==> config.mk <==
export PLATFORM = sky130hd
export DESIGN_NAME = mem_port_arbiter
export DESIGN_NICKNAME = d
export VERILOG_FILES = /design/src/rtl/mem_arb_pkg.sv /design/src/rtl/rr_arbiter2.sv /design/src/rtl/mem_port_arbiter.sv
export SDC_FILE = /design/constraint.sdc
export NUM_CORES = 1
export LEC_CHECK = 0
export CELL_PAD_IN_SITES_DETAIL_PLACEMENT = 0
export CELL_PAD_IN_SITES_GLOBAL_PLACEMENT = 1
export CORE_UTILIZATION = 34
export CTS_CLUSTER_SIZE = 25
export DETAILED_ROUTE_END_ITERATION = 10
export PLACE_DENSITY_LB_ADDON = 0.1
export SYNTH_ARGS = -nofsm -noshare
export SYNTH_HDL_FRONTEND = slang
export SYNTH_SLANG_ARGS = --single-unit
export TNS_END_PERCENT = 1
==> constraint.sdc <==
create_clock -name clk -period 12 [get_ports clk]
set_clock_uncertainty 0.05 [all_clocks]
set_input_delay 3.6 -clock clk [delete_from_list [all_inputs] [get_ports clk]]
set_output_delay 3.6 -clock clk [all_outputs]
set_load 0.005 [all_outputs]
==> src/rtl/mem_arb_pkg.sv <==
`default_nettype none
// ============================================================================
// Module      : mem_arb_pkg
// Description : Shared types and constants for the unified memory-port
//               arbiter: FSM state encoding, requester identifiers and the
//               width of the memory latency counter.
// Revision    : 1.0 - initial release
// ============================================================================
package mem_arb_pkg;

    // Access sequencer states
    typedef enum logic [1:0] {
        IDLE = 2'd0,
        WAIT = 2'd1,
        RESP = 2'd2
    } arb_state_t;

    // Requester identifiers; the value doubles as the bit index into the
    // two-bit request/grant vectors handed to the round-robin arbiter.
    typedef enum logic {
        REQ_IF = 1'b0,
        REQ_D  = 1'b1
    } req_id_t;

    // Latency counter width; sized for MEM_LATENCY up to 15.
    localparam int unsigned LAT_CNT_W = 4;

endpackage : mem_arb_pkg
`default_nettype wire

==> src/rtl/rr_arbiter2.sv <==
`default_nettype none
// ============================================================================
// Module      : rr_arbiter2
// Description : Two-way round-robin arbiter. A lone requester always wins;
//               with both requesting, the one that did not win last time
//               is granted. Purely combinational; the caller keeps
//               last_grant up to date.
// Ports       : req[1:0]   - request vector (bit index = req_id_t value)
//               last_grant - requester that received the previous grant
//               enable     - grants are suppressed when low
//               gnt[1:0]   - one-hot grant (all zero when nothing wins)
// Revision    : 1.0 - initial release
// ============================================================================
module rr_arbiter2
    import mem_arb_pkg::*;
(
    input  logic [1:0] req,
    input  req_id_t    last_grant,
    input  logic       enable,
    output logic [1:0] gnt
);

    always_comb begin
        gnt = 2'b00;
        if (enable) begin
            case (req)
                2'b01:   gnt = 2'b01;
                2'b10:   gnt = 2'b10;
                // Contention: hand the port to whoever was not served last.
                2'b11:   gnt = (last_grant == REQ_IF) ? 2'b10 : 2'b01;
                default: gnt = 2'b00;
            endcase
        end
    end

endmodule : rr_arbiter2
`default_nettype wire

==> src/rtl/mem_port_arbiter.sv <==
`default_nettype none
// ============================================================================
// Module      : mem_port_arbiter
// Description : Shares one fixed-latency memory port between instruction
//               fetch (IF) and data load/store (D). Round-robin grant,
//               one access in flight at a time, read data / store ack
//               returned to the winning requester. No new grants while the
//               CPU reports halt.
// Ports       : clk, rst (async, active high), halt
//               if_req/if_addr -> if_gnt, if_rvalid, if_rdata
//               d_req/d_we/d_addr/d_wdata/d_be -> d_gnt, d_rvalid, d_rdata
//               mem_en/mem_we/mem_addr/mem_wdata/mem_be -> memory command
//               mem_rdata <- memory read data, MEM_LATENCY after mem_en
//               busy - an access is in flight
// Timing      : gnt in cycle 0, rvalid in cycle MEM_LATENCY+1, next grant
//               possible in cycle MEM_LATENCY+2. MEM_LATENCY legal 1..15.
// Revision    : 1.0 - initial release
// ============================================================================
module mem_port_arbiter
    import mem_arb_pkg::*;
#(
    parameter int ADDR_W      = 32,
    parameter int DATA_W      = 32,
    parameter int MEM_LATENCY = 2
) (
    input  logic                clk,
    input  logic                rst,
    input  logic                halt,

    input  logic                if_req,
    input  logic [ADDR_W-1:0]   if_addr,
    output logic                if_gnt,
    output logic                if_rvalid,
    output logic [DATA_W-1:0]   if_rdata,

    input  logic                d_req,
    input  logic                d_we,
    input  logic [ADDR_W-1:0]   d_addr,
    input  logic [DATA_W-1:0]   d_wdata,
    input  logic [DATA_W/8-1:0] d_be,
    output logic                d_gnt,
    output logic                d_rvalid,
    output logic [DATA_W-1:0]   d_rdata,

    output logic                mem_en,
    output logic                mem_we,
    output logic [ADDR_W-1:0]   mem_addr,
    output logic [DATA_W-1:0]   mem_wdata,
    output logic [DATA_W/8-1:0] mem_be,
    input  logic [DATA_W-1:0]   mem_rdata,

    output logic                busy
);

    localparam int                   BE_W    = DATA_W / 8;
    localparam logic [LAT_CNT_W-1:0] LAT_LIM = LAT_CNT_W'(MEM_LATENCY);
    localparam logic [LAT_CNT_W-1:0] CNT_ONE = LAT_CNT_W'(1);

    // ------------------------------------------------------------------
    // State and registers
    // ------------------------------------------------------------------
    arb_state_t           r_state;
    arb_state_t           w_state_nxt;
    req_id_t              r_last_grant;
    req_id_t              r_owner;
    logic [LAT_CNT_W-1:0] r_cnt;

    logic                 r_mem_we;
    logic [ADDR_W-1:0]    r_mem_addr;
    logic [DATA_W-1:0]    r_mem_wdata;
    logic [BE_W-1:0]      r_mem_be;

    logic [DATA_W-1:0]    r_if_rdata;
    logic [DATA_W-1:0]    r_d_rdata;

    // ------------------------------------------------------------------
    // Arbitration
    // ------------------------------------------------------------------
    logic       w_arb_en;
    logic [1:0] w_gnt;
    logic       w_grant_any;
    req_id_t    w_winner;
    logic       w_lat_done;

    // rst gates the enable so that a request held during reset can never
    // leak a combinational grant or memory strobe.
    assign w_arb_en    = (r_state == IDLE) && !halt && !rst;
    assign w_grant_any = |w_gnt;
    assign w_winner    = w_gnt[REQ_D] ? REQ_D : REQ_IF;
    assign w_lat_done  = (r_state == WAIT) && (r_cnt == LAT_LIM);

    rr_arbiter2 u_rr_arbiter2 (
        .req        ({d_req, if_req}),
        .last_grant (r_last_grant),
        .enable     (w_arb_en),
        .gnt        (w_gnt)
    );

    // ------------------------------------------------------------------
    // Memory command selection for the grant cycle
    // ------------------------------------------------------------------
    logic              w_cmd_we;
    logic [ADDR_W-1:0] w_cmd_addr;
    logic [BE_W-1:0]   w_cmd_be;

    always_comb begin
        w_cmd_we   = 1'b0;
        w_cmd_addr = if_addr;
        w_cmd_be   = '1;
        if (w_winner == REQ_D) begin
            w_cmd_we   = d_we;
            w_cmd_addr = d_addr;
            // Loads read the whole word; only stores carry byte enables.
            if (d_we) begin
                w_cmd_be = d_be;
            end
        end
    end

    // The command is driven straight through in the grant cycle and the
    // registered copy holds it afterwards, so the memory sees a stable bus.
    assign mem_en    = w_grant_any;
    assign mem_we    = w_grant_any ? w_cmd_we   : r_mem_we;
    assign mem_addr  = w_grant_any ? w_cmd_addr : r_mem_addr;
    assign mem_wdata = w_grant_any ? d_wdata    : r_mem_wdata;
    assign mem_be    = w_grant_any ? w_cmd_be   : r_mem_be;

    // ------------------------------------------------------------------
    // Sequencer FSM
    // ------------------------------------------------------------------
    always_comb begin
        w_state_nxt = r_state;
        case (r_state)
            IDLE:    if (w_grant_any) w_state_nxt = WAIT;
            WAIT:    if (w_lat_done)  w_state_nxt = RESP;
            RESP:    w_state_nxt = IDLE;
            default: w_state_nxt = IDLE;
        endcase
    end

    always_ff @(posedge clk or posedge rst) begin
        if (rst) begin
            r_state <= IDLE;
        end else begin
            r_state <= w_state_nxt;
        end
    end

    // ------------------------------------------------------------------
    // Datapath registers
    // ------------------------------------------------------------------
    always_ff @(posedge clk or posedge rst) begin
        if (rst) begin
            r_last_grant <= REQ_IF;
            r_owner      <= REQ_IF;
            r_cnt        <= '0;
            r_mem_we     <= 1'b0;
            r_mem_addr   <= '0;
            r_mem_wdata  <= '0;
            r_mem_be     <= '0;
            r_if_rdata   <= '0;
            r_d_rdata    <= '0;
        end else begin
            if (w_grant_any) begin
                r_last_grant <= w_winner;
                r_owner      <= w_winner;
                // The grant cycle itself is latency cycle 0, so the first
                // WAIT cycle is cycle 1.
                r_cnt        <= CNT_ONE;
                r_mem_we     <= w_cmd_we;
                r_mem_addr   <= w_cmd_addr;
                r_mem_wdata  <= d_wdata;
                r_mem_be     <= w_cmd_be;
            end else if ((r_state == WAIT) && !w_lat_done) begin
                r_cnt <= r_cnt + CNT_ONE;
            end

            // Capture unconditionally on completion; for a store the word
            // is don't-care but keeps the capture path uniform.
            if (w_lat_done) begin
                if (r_owner == REQ_D) begin
                    r_d_rdata <= mem_rdata;
                end else begin
                    r_if_rdata <= mem_rdata;
                end
            end
        end
    end

    // ------------------------------------------------------------------
    // Outputs
    // ------------------------------------------------------------------
    assign if_gnt    = w_gnt[REQ_IF];
    assign d_gnt     = w_gnt[REQ_D];
    assign if_rvalid = (r_state == RESP) && (r_owner == REQ_IF);
    assign d_rvalid  = (r_state == RESP) && (r_owner == REQ_D);
    assign if_rdata  = r_if_rdata;
    assign d_rdata   = r_d_rdata;
    assign busy      = (r_state != IDLE);

endmodule : mem_port_arbiter
`default_nettype wire

* Yosys cells after proc, flatten, opt, wreduce, memory -nomap -nowiden
Index checks and enable logic that the tools add are counted.
** Storage, ports and cells
- Bits in writable memories :: 0
- Word-level logic and storage cells :: 52
- Register bits :: 140
- Memories kept :: 0
- Bits of input ports :: 138
- ROM bits :: 0
- Latch bits :: 0
** Cells by class
- $lt $le $gt $ge :: 0
- Shift operators :: 0
- Bitwise operators :: 1
- Divide/modulo/power cells :: 0
- Reductions and logical operators :: 16
- Add/sub/neg operators :: 1
- Multipliers :: 0
- Multiplexer cells :: 17
- Eq/ne operators :: 8
** Operators by type and width (count)
- two-way mux 32 bit :: 3
- two-way mux 4 bit :: 5
- two-way mux 2 bit :: 4
- equality test 2 bit (second input constant) :: 3
- logical AND 1 bit :: 6
- one-hot mux 2 bit (3 select lines) :: 1
- AND reduction 2 bit :: 3
- adder 4 x 1 -> 4 bit (second input constant) :: 1
- equality test 2 x 1 -> 1 bit (second input constant) :: 2
- equality test 4 x 2 -> 1 bit (second input constant) :: 1
- inequality test 2 bit (second input constant) :: 2
- one-hot mux 2 bit (2 select lines) :: 1
- nonzero test 2 bit :: 2
- logical NOT 1 bit :: 3
- two-way mux 1 bit :: 3
- logical NOT 2 bit :: 1
- OR reduction 2 bit :: 1
- inverter 1 bit :: 1

* Logic depth before layout (Yosys ltp)
- Word-level depth :: 7
- Gate-level depth with buffers :: 7

* Cells and area by module
A second synthesis with hierarchy kept.
** Unflattened totals
- Cell total of the unflattened synthesis :: 471
- Area total of the unflattened synthesis :: 5930.7 um2
** By module, submodules not included
- mem_port_arbiter :: cells an instance 466, area each 5909.4 um2, seq. area each 3503.4 um2, instances 1
- rr_arbiter2 :: cells an instance 5, area each 21.3 um2, seq. area each 0.0 um2, instances 1

* Worst setup path after synthesis
No wires, ideal clock.
- Path type :: input to output
- From :: in halt
- To :: out mem_wdata[13]
- Arrival time :: 4906 ps
- Buffers on the path :: 2
- Path slack :: 3444 ps
- Stages :: 5
- Path through :: or4_4 > nor2_1 > buf_4 > buf_4 > mux2_2
** Between the ends
- Word-level cells in the longest chain between the ends :: 6
** Ends and longest elaborated chain
- start, declared :: RTL line mem_port_arbiter.sv:28 : input logic halt,
- logical NOT 1 bit :: RTL line mem_port_arbiter.sv:87 : assign w_arb_en = (r_state == IDLE) && !halt && !rst;
- logical AND 1 bit (2 in series) :: RTL line mem_port_arbiter.sv:87
- two-way mux 2 bit :: RTL line rr_arbiter2.sv:25 : if (enable) begin
- OR reduction 2 bit :: RTL line mem_port_arbiter.sv:88 : assign w_grant_any = |w_gnt;
- two-way mux 32 bit
- end, declared :: RTL line mem_port_arbiter.sv:48 : output logic [DATA_W-1:0] mem_wdata,
Every way passes these cells.

* Final worst setup path
- From :: in rst
- To :: out mem_wdata[9]
** Between the ends
- Word-level cells in the longest chain between the ends :: 5
** Ends and longest elaborated chain
- start, declared :: RTL line mem_port_arbiter.sv:27 : input logic rst,
- logical NOT 1 bit (no line)
- logical AND 1 bit :: RTL line mem_port_arbiter.sv:87
- two-way mux 2 bit :: RTL line rr_arbiter2.sv:25
- OR reduction 2 bit :: RTL line mem_port_arbiter.sv:88
- two-way mux 32 bit
Every way passes these cells.

==> run metrics <==
antenna cells=0; setup TNS=0 ns; Starting Density=34.7%; worst-skew pair later-pin latency=between 0.4 and 0.5 ns; CP delay by family, top=buffers and inverters; FF-to-FF setup slack=a little over 9 ns; initial DRC count=175; Ys Warns=0; Final GP Congestion=roughly 0.77; Worst slew margin=between 20% and 30%; remaining antenna violation count=0; unrepaired setup endpoints after global routing=false; R2R Path Start=r_state[0]$_DFFE_PP0P_; Final period util=86.6%; io pins=~280; depth of the worst hold-timing path=1; detail-routed net length per standard cell=between 15 and 20 um; HPWL after detailed placement=11000 um; crit path DAT=~6.8 ns; max_cap viols=0; CTS tree=yes; Port-buffer cells=276; WS Path Type=primary input to output port; crit-path max FO=43; final WL=approximately 16000 um; worst path buffer plus inverter count=3; worst r2r dst=r_mem_wdata[0]$_DFF_PP0_; Syn Area/Cell=~15 um2; Die ar.=roughly 17000 um2; Slowest-stage cell, CP=nor2_4; Worst Max-Slew Pin Slew=around 1.1 ns; H-tree depth=4; Unique masters post-synth=35; hold path endpoint=d_rdata[23]$_DFFE_PP0P_; Layout area overhead=60.7%; P_leak=between 3 and 4 nW; first-pass GRT wire length=roughly 25000 um; global route total overflow=0; Final min period=slightly above 10 ns; CTS Buf Count=17; register area share after synthesis=approximately 61%; worst path required time=approximately 8.4 ns; cts hold-fix bufs=0; GRT Overall Usage=a little under a fifth; crit-path cells=clkdlybuf4s50_1, or4_4, nor2_4, buf_4, mux2_2, clkdlybuf4s50_1; Worst Hold Margin=0.441 ns; layout cell share with drive strength beyond 1=21.2%; register bit total from synthesis=140; Worst path most repeated cell=clkdlybuf4s50_1; final setup vio count=0; vias per cell=4.82; Final Net Count=between 700 and 800; VDD IR-drop max=around 140 uV; commonest non-fill, non-tap cells in the layout=276 x clkdlybuf4s50_1, 140 x dfrtp_1, 65 x mux2_2; FMAX=approximately 0.096 GHz; clock buffer depth=2; most common cell after layout, fill and taps aside=clkdlybuf4s50_1; root buffer cell=clkbuf_16; post-CTS resize count=0; DRC errors left=0; Mapped Area=~5800 um2; CORE AREA=16600 um2; syn_nets=roughly 520; post-CTS setup buffer count=0; crit path launch type=primary input; largest net degree at the start of global routing=between 80 and 90; die height=approximately 130 um; hold_sp=d_rdata[23]$_DFFE_PP0P_; Clock Sinks=140; via count=4241; CTS clk-pin slew, worst paths=roughly 0.05 ns; vias in the first global route=between 4k and 5k; Crit. End Element=output port; Syn Inst Count=378; status=finished, final reports clean; PD cells=~250 nW/um2; max incr delay on CP=about 0.84 ns; fill count=1382; R2R cell count=4; Die W=about 130 um; Max Slew Vio Count=0; Pre-antenna DRT Iters=4; row count=47; Final Hold Vio Count=0; Hold Crit Class=register to register; initial antenna violation count=0
Yosys cell counts:
library cell	instances	share of area (%)
o22a_1	4	0.61
nor3b_1	2	0.26
mux2_4	30	7.8
or2_2	1	0.11
a21oi_1	4	0.35
ha_1	2	0.43
and3b_1	1	0.15
buf_12	3	1.0
or3_1	3	0.33
mux2_1	1	0.20
buf_2	8	0.70
o21ai_0	4	0.35
o22ai_1	1	0.11
a21bo_2	1	0.17
or4_2	1	0.15
nand2b_1	1	0.11
inv_1	6	0.39
a311oi_1	1	0.15
buf_4	3	0.39
mux2_2	65	13
or4_4	1	0.20
nor2_1	4	0.26
clkbuf_1	15	0.98
nor2b_1	3	0.33
o32ai_1	32	4.9
nor3_1	1	0.087
a31oi_1	1	0.11
and3_1	1	0.11
nand3_1	2	0.17
nor4_1	1	0.11
buf_6	1	0.20
or3b_4	1	0.20
a2bb2oi_1	32	4.9
a21o_1	1	0.13
dfrtp_1	140	61
logic make-up (layout without fill, tap and decap cells):
family          count (synthesis)  after routing  synth area share, %
fa+ha+maj                       2              2                0.435
mux                            96             96                 20.7
buf+inv                        36            317                 3.69
simple gates                   23             23                 2.56
compound gates                 81             81                 11.7
flops                         140            140                 60.9
through the flow:
stage	area (um2)	utilization, %	setup WS [ns]	power [W]	cells
floorplan	5760	-	3.44	0.00121	378
global placement	8670	52.3	1.68	0.00179	850
detailed placement	8670	52.3	1.60	0.00181	850
CTS	9250	55.8	1.59	0.00234	879
global route	9250	55.8	1.44	0.00244	879
finish	9250	55.8	1.60	0.00231	879
sequential cells by signal, indices dropped and copies added, names as in the netlist:
register,cells
d_rdata,32
if_rdata,32
r_cnt,4
r_mem_addr,32
r_mem_be,4
r_mem_wdata,32
r_mem_we,1
r_owner,1
r_state,2
layer usage:
layer  global-route usage (%)  share of wire (%)  up-vias
met2                     32.1                 51      165
met5                        0                  0        -
met3                     7.42                8.0       11
met4                     5.04               0.90        0
met1                     22.0                 40     2106
li1                         -                  -     1959
cell type report:
type                    instances  area [um2]  share of cell area, %
repair buffers                282        2810                   30.4
clock inverters                12         151                   1.64
flip-flops and latches        140        3500                   37.9
inverters                       6        27.5                  0.298
well taps                     220         275                   2.98
clock buffers                  17         425                   4.60
multi-input cells             202        2060                   22.3
worst max path at each step:
stage / from / cells past startpoint / endpoint / slack, ns
finish: rst / 6 / mem_wdata[9] / 1.60
global route: rst / 6 / mem_wdata[7] / 1.44
CTS: rst / 6 / mem_wdata[4] / 1.59
detailed placement: rst / 6 / mem_wdata[9] / 1.60
global placement: rst / 6 / mem_wdata[9] / 1.68
floorplan: halt / 5 / mem_wdata[13] / 3.44
where the power goes:
group          switching (W)  internal, W
Combinational       0.000322     0.000670
Clock               0.000192     0.000322
Sequential         0.0000976     0.000703
(Power assumes the default switching activity.)
